==> src/rtl/mux_pipe_n_if.sv <==
// Bundle of the producer-side and consumer-side signals of the registered N:1 mux.
// The mux itself connects through the slave modport; whoever drives it uses master.
interface mux_pipe_n_if #(
  parameter int WIDTH  = 64,
  parameter int NUM_IN = 4,
  parameter int SEL_W  = 2
);

  logic [WIDTH*NUM_IN-1:0] in_data;
  logic [NUM_IN-1:0]       in_valid;
  logic [NUM_IN-1:0]       in_ready;
  logic                    mode;
  logic [SEL_W-1:0]        sel;
  logic [WIDTH-1:0]        out_data;
  logic                    out_valid;
  logic                    out_ready;
  logic [SEL_W-1:0]        out_sel;
  logic                    sel_err;

  modport master (
    output in_data,
    output in_valid,
    output mode,
    output sel,
    output out_ready,
    input  in_ready,
    input  out_data,
    input  out_valid,
    input  out_sel,
    input  sel_err
  );

  modport slave (
    input  in_data,
    input  in_valid,
    input  mode,
    input  sel,
    input  out_ready,
    output in_ready,
    output out_data,
    output out_valid,
    output out_sel,
    output sel_err
  );

endinterface

==> src/rtl/mux_pipe_n.sv <==
// Registered NUM_IN:1 multiplexer with valid/ready handshake, one output stage,
// explicit-select or round-robin channel choice.
module mux_pipe_n #(
  parameter int WIDTH  = 64,
  parameter int NUM_IN = 4,
  parameter int SEL_W  = 2
) (
  input  logic       clk,
  input  logic       reset,
  mux_pipe_n_if.slave bus
);

  localparam logic [SEL_W:0]   NUM_IN_W = (SEL_W+1)'(NUM_IN);
  localparam logic [SEL_W-1:0] LAST_IDX = SEL_W'(NUM_IN - 1);

  logic [SEL_W-1:0]  rr_ptr;
  logic [SEL_W-1:0]  rr_next;
  logic              out_valid_q;
  logic [WIDTH-1:0]  out_data_q;
  logic [SEL_W-1:0]  out_sel_q;
  logic              sel_err_q;

  logic              load_en;
  logic              sel_oor;
  logic [NUM_IN-1:0] valid_rot;
  logic              rr_hit;
  logic [SEL_W-1:0]  rr_off;
  logic [SEL_W:0]    rr_sum;
  logic              hit;
  logic [SEL_W-1:0]  gidx;
  logic [NUM_IN-1:0] ready_vec;
  logic              accept;
  logic [WIDTH-1:0]  mux_data;

  assign load_en   = !out_valid_q || bus.out_ready;
  assign sel_oor   = {1'b0, bus.sel} >= NUM_IN_W;

  // Rotate valids so bit 0 is the channel at rr_ptr; the first set bit is the winner.
  assign valid_rot = NUM_IN'({bus.in_valid, bus.in_valid} >> rr_ptr);

  always_comb begin
    rr_hit = 1'b0;
    rr_off = '0;
    for (int k = 0; k < NUM_IN; k++) begin
      if (!rr_hit && valid_rot[k]) begin
        rr_hit = 1'b1;
        rr_off = SEL_W'(k);
      end
    end
    rr_sum = {1'b0, rr_ptr} + {1'b0, rr_off};
    if (rr_sum >= NUM_IN_W) begin
      rr_sum = rr_sum - NUM_IN_W;
    end
  end

  // Explicit mode targets sel whenever it is in range, even if that channel is idle.
  always_comb begin
    hit  = 1'b0;
    gidx = '0;
    if (!bus.mode) begin
      hit  = !sel_oor;
      gidx = bus.sel;
    end else begin
      hit  = rr_hit;
      gidx = rr_sum[SEL_W-1:0];
    end
  end

  always_comb begin
    ready_vec = '0;
    for (int i = 0; i < NUM_IN; i++) begin
      ready_vec[i] = !reset && load_en && hit && (gidx == SEL_W'(i));
    end
  end

  assign accept = |(ready_vec & bus.in_valid);

  always_comb begin
    mux_data = '0;
    for (int i = 0; i < NUM_IN; i++) begin
      if (gidx == SEL_W'(i)) begin
        mux_data = bus.in_data[i*WIDTH +: WIDTH];
      end
    end
  end

  assign rr_next = (gidx == LAST_IDX) ? '0 : gidx + 1'b1;

  // Output stage: load on accept, drain when free and nothing arrives, hold on stall.
  always_ff @(posedge clk) begin
    if (reset) begin
      out_valid_q <= 1'b0;
      out_data_q  <= '0;
      out_sel_q   <= '0;
      sel_err_q   <= 1'b0;
      rr_ptr      <= '0;
    end else begin
      sel_err_q <= !bus.mode && sel_oor;
      if (load_en) begin
        if (accept) begin
          out_valid_q <= 1'b1;
          out_data_q  <= mux_data;
          out_sel_q   <= gidx;
          if (bus.mode) begin
            rr_ptr <= rr_next;
          end
        end else begin
          out_valid_q <= 1'b0;
        end
      end
    end
  end

  assign bus.in_ready  = ready_vec;
  assign bus.out_valid = out_valid_q;
  assign bus.out_data  = out_data_q;
  assign bus.out_sel   = out_sel_q;
  assign bus.sel_err   = sel_err_q;

endmodule
==> src/flat_wrapper.sv <==
// flat-port wrapper written by rule: the top's interface ports become plain ports
module mux_pipe_n_flat 
#(
  parameter int WIDTH  = 64,
  parameter int NUM_IN = 4,
  parameter int SEL_W  = 2
)
  (clk, reset, bus_in_data, bus_in_valid, bus_mode, bus_sel, bus_out_ready, bus_in_ready, bus_out_data, bus_out_valid, bus_out_sel, bus_sel_err);
  mux_pipe_n_if #(.WIDTH(WIDTH), .NUM_IN(NUM_IN), .SEL_W(SEL_W)) bus_i ();
  input  logic clk;
  input  logic reset;
  input wire logic [$bits(bus_i.in_data)-1:0] bus_in_data;
  input wire logic [$bits(bus_i.in_valid)-1:0] bus_in_valid;
  input wire logic [$bits(bus_i.mode)-1:0] bus_mode;
  input wire logic [$bits(bus_i.sel)-1:0] bus_sel;
  input wire logic [$bits(bus_i.out_ready)-1:0] bus_out_ready;
  output wire logic [$bits(bus_i.in_ready)-1:0] bus_in_ready;
  output wire logic [$bits(bus_i.out_data)-1:0] bus_out_data;
  output wire logic [$bits(bus_i.out_valid)-1:0] bus_out_valid;
  output wire logic [$bits(bus_i.out_sel)-1:0] bus_out_sel;
  output wire logic [$bits(bus_i.sel_err)-1:0] bus_sel_err;
  assign bus_i.in_data = bus_in_data;
  assign bus_i.in_valid = bus_in_valid;
  assign bus_i.mode = bus_mode;
  assign bus_i.sel = bus_sel;
  assign bus_i.out_ready = bus_out_ready;
  assign bus_in_ready = bus_i.in_ready;
  assign bus_out_data = bus_i.out_data;
  assign bus_out_valid = bus_i.out_valid;
  assign bus_out_sel = bus_i.out_sel;
  assign bus_sel_err = bus_i.sel_err;
  mux_pipe_n #(.WIDTH(WIDTH), .NUM_IN(NUM_IN), .SEL_W(SEL_W)) u_core (.clk(clk), .reset(reset), .bus(bus_i));
endmodule
==> config.mk <==
export PLATFORM = sky130hd
export DESIGN_NAME = mux_pipe_n_flat
export DESIGN_NICKNAME = d
export VERILOG_FILES = /design/src/rtl/mux_pipe_n_if.sv /design/src/rtl/mux_pipe_n.sv /design/src/flat_wrapper.sv
export SDC_FILE = /design/constraint.sdc
export NUM_CORES = 1
export LEC_CHECK = 0
export ABC_AREA = 1
export CAP_MARGIN = 15
export CORE_UTILIZATION = 25
export DETAILED_ROUTE_END_ITERATION = 8
export DONT_BUFFER_PORTS = 1
export PLACE_DENSITY = 0.35
export RECOVER_POWER = 50
export SLEW_MARGIN = 10
export SYNTH_ARGS = -nofsm -noshare
export SYNTH_HDL_FRONTEND = slang
export SYNTH_SLANG_ARGS = --single-unit
==> constraint.sdc <==
create_clock -name clk -period 3.8 [get_ports clk]
set_clock_uncertainty 0.1 [all_clocks]
set_input_delay 0.38 -clock clk [delete_from_list [all_inputs] [get_ports clk]]
set_output_delay 0.38 -clock clk [all_outputs]
set_load 0.05 [all_outputs]
# Yosys cells after proc, flatten, opt, wreduce, memory -nomap -nowiden
# Cells that the tools add are included.
# totals
ff_bits	69
input_bits	266
elab_cells	48
# classes
addsub	3
magnitude_cmp	1
eq_ne	3
shift	1
muxes	16
n_bitwise	1
reduce_logical	19
# ops
cell	count
$mux W64	4
$mux W2	5
$logic_and A1 B1 Y1	9
$shr A8 B2 Y4	1
$mux W1	7
$logic_not A1 Y1	5
$and A4 B4 Y4	1
$eq A2 B2 Y1 const B	2
$reduce_or A4 Y1	1
$add A2 B2 Y3	1
$ge A3 B3 Y1 const B	1
$reduce_and A3 Y1	1
$add A2 B1 Y2 const B	1
$eq A2 B1 Y1 const B	1
$logic_not A2 Y1	1
$reduce_and A2 Y1	1
$sub A2 B1 Y2 const B	1
$logic_or A1 B1 Y1	1

# Logic depth before layout (Yosys ltp)
# depth
ltp_word	20
depth_mapped	22
ltp_nobuf	20

# Worst setup path after synthesis
# OpenSTA, ideal clock, no wires.
# synth_path
path_kind	register to output
startpoint	register u_core.rr_ptr[0]
endpoint	output bus_in_ready[0]
t_arrival_ps	3175
required_ps	3320
path_slack_ps	145
stages_incl_launch_ff	18
n_path_buf	2
path_cell_list	dfxtp_1 inv_2 nand2_1 nand3_1 nand2_1 nand3_1 a21boi_0 ha_1 xor2_1 or2_2 nand3_1 o21ai_0 inv_1 ha_1 clkbuf_1 buf_1 inv_1 nor2_1
# synth_between
elab_chain_len	17
elab_cells_between_ends	23
cone_classes	add/sub: 2; order compare: 1; shift: 1; mux: 10; reduce/logical: 9
# synth_rtl
item	line_no	text
from (decl)	mux_pipe_n.sv:16	logic [SEL_W-1:0] rr_ptr;
from (signal assigned)	mux_pipe_n.sv:105	rr_ptr <= rr_next;
$shr A8 B2 Y4	mux_pipe_n.sv:39	assign valid_rot = NUM_IN'({bus.in_valid, bus.in_valid} >> rr_ptr);
$mux W1	mux_pipe_n.sv:45	if (!rr_hit && valid_rot[k]) begin
$logic_not A1 Y1	mux_pipe_n.sv:45	
$logic_and A1 B1 Y1	mux_pipe_n.sv:45	
$mux W1	mux_pipe_n.sv:45	
$logic_not A1 Y1	mux_pipe_n.sv:45	
$logic_and A1 B1 Y1	mux_pipe_n.sv:45	
$mux W1	mux_pipe_n.sv:45	
(+2 left out)	--	
$mux W2	mux_pipe_n.sv:45	
$add A2 B2 Y3 *	mux_pipe_n.sv:50	rr_sum = {1'b0, rr_ptr} + {1'b0, rr_off};
$ge A3 B3 Y1 or $sub A2 B1 Y2 (tied branches)	mux_pipe_n.sv:51, mux_pipe_n.sv:52	
$mux W2 *	mux_pipe_n.sv:51	if (rr_sum >= NUM_IN_W) begin
$mux W2 *	mux_pipe_n.sv:60	if (!bus.mode) begin
net u_core.gidx[1]	mux_pipe_n.sv:30	logic [SEL_W-1:0] gidx;
$logic_not A2 Y1 *	mux_pipe_n.sv:72	ready_vec[i] = !reset && load_en && hit && (gidx == SEL_W'(i));
$logic_and A1 B1 Y1 *	mux_pipe_n.sv:72	
to (decl)	flat_wrapper.sv:17	output wire logic [$bits(bus_i.in_ready)-1:0] bus_in_ready;
# Mark *: on every way through the listed nets, which the timed path passes. The rest lies on a longest branch.

# Final worst setup path
# Same ends and word-level chain as after synthesis.

==> summary.md <==
| Metric | Value |
|---|---|
| CP startpoint | `u_core.rr_ptr[0]` |
| Pre-CTS setup slack | `-0.111 ns` |
| Fin crit period | `3.53 ns` |
| Reg power frac | `41.7%` |
| Synth area leaders | `dfxtp_1 (29%), o21ai_0 (18%), nand2_1 (12%)` |
| CP Class | `reg -> out` |
| R2R cell count | `20` |
| Worst hold path class | `in -> reg` |
| Area grow syn2layout | `11.4%` |
| Vias | `5233` |
| Largest net degree at the start of global routing | `71` |
| Starting density of the core | `25.9%` |
| Area of the mapped netlist | `4720 um^2` |
| Finished Cell Area | `5260 um^2` |
| Slew @ Worst Pin | `1.03 ns` |
| Met2 WL | `9560 um` |
| Switching Fraction | `49.0%` |
| Die Ht | `139 um` |
| Post-synth top area share | `29.3%` |
| Worst-case clock buffer depth | `2` |
| Critical Path RT | `3.32 ns` |
| Max layer used | `met4` |
| Final WS setup | `0.268 ns` |
| CP endpoint | `bus_in_ready[0]` |
| Clk sinks | `69` |
| # diodes | `0` |
| First-pass DRT Iterations | `5` |
| Util after Layout | `28.9%` |
| Post-synthesis sequential area ratio | `29.3%` |
| Gate power share | `36.2%` |
| Slew HR | `31.3%` |
| Crit end category | `output port` |
| Final Hold Violating Endpoints | `0` |
| Initial drt markers | `251` |
| Total GRT Usage | `18.9%` |
| Post-Syn Instances | `806` |
| Clk slew on worst S/H paths | `0.06 ns` |
| Final ANT Viol Nets | `0` |
| Synth unique cells | `24` |
| Max Slew Vio Count | `0` |
| P_leak | `2.06 nW` |
| Number of antenna violations at the first check in global routing | `0` |
| Die W | `139 um` |
| Final nets | `1041` |
| Port buffer count | `0` |
| First-pass GRT wire length | `28000 um` |
| Clock insertion delay at the later pin of the skew report | `0.33 ns` |
| Status | `finished clean` |
| Post-synth top area cell | `dfxtp_1` |
| Crit path max fanout | `34` |
| RR Endpoint | `u_core.bus.out_data[14]` |
| Reg-to-reg slack, setup | `0.38 ns` |
| FP Rows | `49` |
| Met3 WL post-DR | `1580 um` |
| Fraction of layout cells with a size suffix above 1 | `7.12%` |
| Post-route met1 wirelength | `7100 um` |
| Placer congestion estimate | `0.798` |
| PnR Total Power | `0.00350 W` |
| Asr flop ratio synth | `0%` |
| CP arrival | `3.05 ns` |
| CTS Buf Count | `9` |
| VDD IR max | `0.209 mV` |
| Setup violators final | `0` |
| Main synth FF type | `dfxtp_1` |
| Setup_tns | `0 ns` |
| DR vias/cell | `5.22` |
| Final WL | `18700 um` |
| Power Internal | `0.00178 W` |
| Post-DR wirelength/cell | `18.7 um` |
| Vias in the first global route | `5019` |
| Fmax | `283 MHz` |
| Syn_nets | `1077` |
| Io pins | `338` |
| PwrDens | `665 nW/um^2` |
| RSZ-0062 raised after global routing | `no` |
| NetSw | `0.00171 W` |
| Die area | `19400 um^2` |
| Crit start category | `flop` |
| Placed cell area | `4960 um^2` |
| Core Region | `18200 um^2` |
| Yosys warns | `0` |
| H-tree levels | `3` |
| Post-route DRC | `0` |
| Fin crit share | `93.0%` |
| GRT overflow | `0` |
| Number of enable flip-flop cells after synthesis | `0` |
| Synth Register Bits | `69` |
| Max-cap violations | `0` |
| Clock Tree Root | `clkbuf_16` |
| R2r startpoint | `u_core.rr_ptr[0]` |
| Mean Syn Cell Area | `5.85 um^2` |
| Clock share of power | `22.0%` |
| CTS tree | `built` |
| DP HPWL | `13900 um` |
==> sequential cells by signal, summed over array words and instances (netlist names) <==
| register | cells |
|---|---|
| u_core.bus.out_data | 64 |
| u_core.bus.out_sel | 2 |
| u_core.bus.out_valid | 1 |
| u_core.rr_ptr | 2 |
==> layout make-up <==
type                       instances  area (um^2)
clock buffer                      12          256
clock inverter                     2         10.0
fill                            2075        13000
inverter                          17         66.3
multi-input combinational        648         2970
sequential                        69         1380
tap                              229          287
timing repair buffer              25          285
==> layout by cell type, fill, tap and decap left out, types with 2 or more instances in the layout <==
cell type and count:
clkinv_2 2, clkbuf_1 2, clkbuf_16 9, dfxtp_1 67, inv_2 4, a21oi_1 68, ha_2 3, nand3_1 75
clkbuf_8 2, inv_1 12, o21ai_1 21, dfxtp_2 2, nand2_1 155, nand4_1 4, buf_12 7, nand2_2 3
nor2_1 137, buf_4 14, o21ai_0 172
==> repair_timing <==
action | CTS | global route
buffers inserted | 0 | 0
setup endpoints to repair | 2 | 69
resized for setup | 2 | 9
hold buffers | 1 | 0
gates cloned | 0 | 0
endpoints found under the hold margin | 3 | 0
==> critical path: stages, from the launching register on <==
cell	delay (ns)
dfxtp_2	0.39
inv_2	0.07
nand2_1	0.08
nand3_1	0.08
nand2_1	0.10
nand3_1	0.08
a21boi_0	0.18
ha_1	0.19
xor2_1	0.08
or2_2	0.29
nand3_1	0.08
o21ai_2	0.10
inv_1	0.10
ha_2	0.28
buf_12	0.23
inv_1	0.06
nor2_1	0.10
buf_4	0.21
==> cell families after synthesis <==
group	count (synthesis)	share of synthesized area [%]
AOI/OAI and AO/OA	263	28.0
buffers and inverters	89	8.35
DFF	69	29.3
xor gates and xnor gates	1	0.186
other	1	0.0795
and+or+nand+nor	378	32.8
adders and majority gates	5	1.33
==> metal layers <==
| layer | global-route usage, % | vias to the layer above |
|---|---|---|
| li1 | - | 2625 |
| met1 | 20.0 | 2331 |
| met2 | 34.5 | 249 |
| met3 | 5.61 | 28 |
| met4 | 8.01 | 0 |
| met5 | 0 | - |
==> synthesized netlist by cell type, types with 2 or more instances <==
| master | number |
|---|---|
| a21oi_1 | 68 |
| buf_1 | 11 |
| buf_2 | 9 |
| buf_6 | 6 |
| clkbuf_1 | 45 |
| dfxtp_1 | 69 |
| ha_1 | 5 |
| inv_1 | 15 |
| inv_2 | 2 |
| nand2_1 | 155 |
| nand2_2 | 3 |
| nand3_1 | 75 |
| nand4_1 | 4 |
| nor2_1 | 137 |
| o21ai_0 | 174 |
| o21ai_1 | 20 |
==> stage by stage <==
| step | instances | hold slack, ns |
|---|---|---|
| after floorplan | 806 | 0.349 |
| after global placement | 987 | 0.350 |
| after detailed placement | 987 | 0.353 |
| after CTS | 1002 | 0.103 |
| after global routing | 1002 | 0.120 |
| final | 1002 | 0.120 |
==> power by group through the flow <==
stage / Sequential (W) / Clock [W] / Combinational [W]
2_1_floorplan: 0.00142 / 0 / 0.000947
3_3_place_gp: 0.00148 / 0 / 0.00125
3_5_place_dp: 0.00148 / 0 / 0.00128
4_1_cts: 0.00146 / 0.000811 / 0.00128
5_1_grt: 0.00148 / 0.000833 / 0.00146
6_report: 0.00146 / 0.000771 / 0.00127
==> how the worst min path moves through the flow <==
stage,depth (start not counted),start,end
after floorplan,1,reset,u_core.bus.out_sel[0]
after global placement,1,reset,u_core.bus.out_valid
after detailed placement,1,reset,u_core.bus.out_valid
after CTS,3,bus_out_ready,u_core.bus.out_valid
after global routing,3,bus_out_ready,u_core.bus.out_valid
final,3,bus_out_ready,u_core.bus.out_valid
No activity file was read; power rests on OpenSTA's default activity.
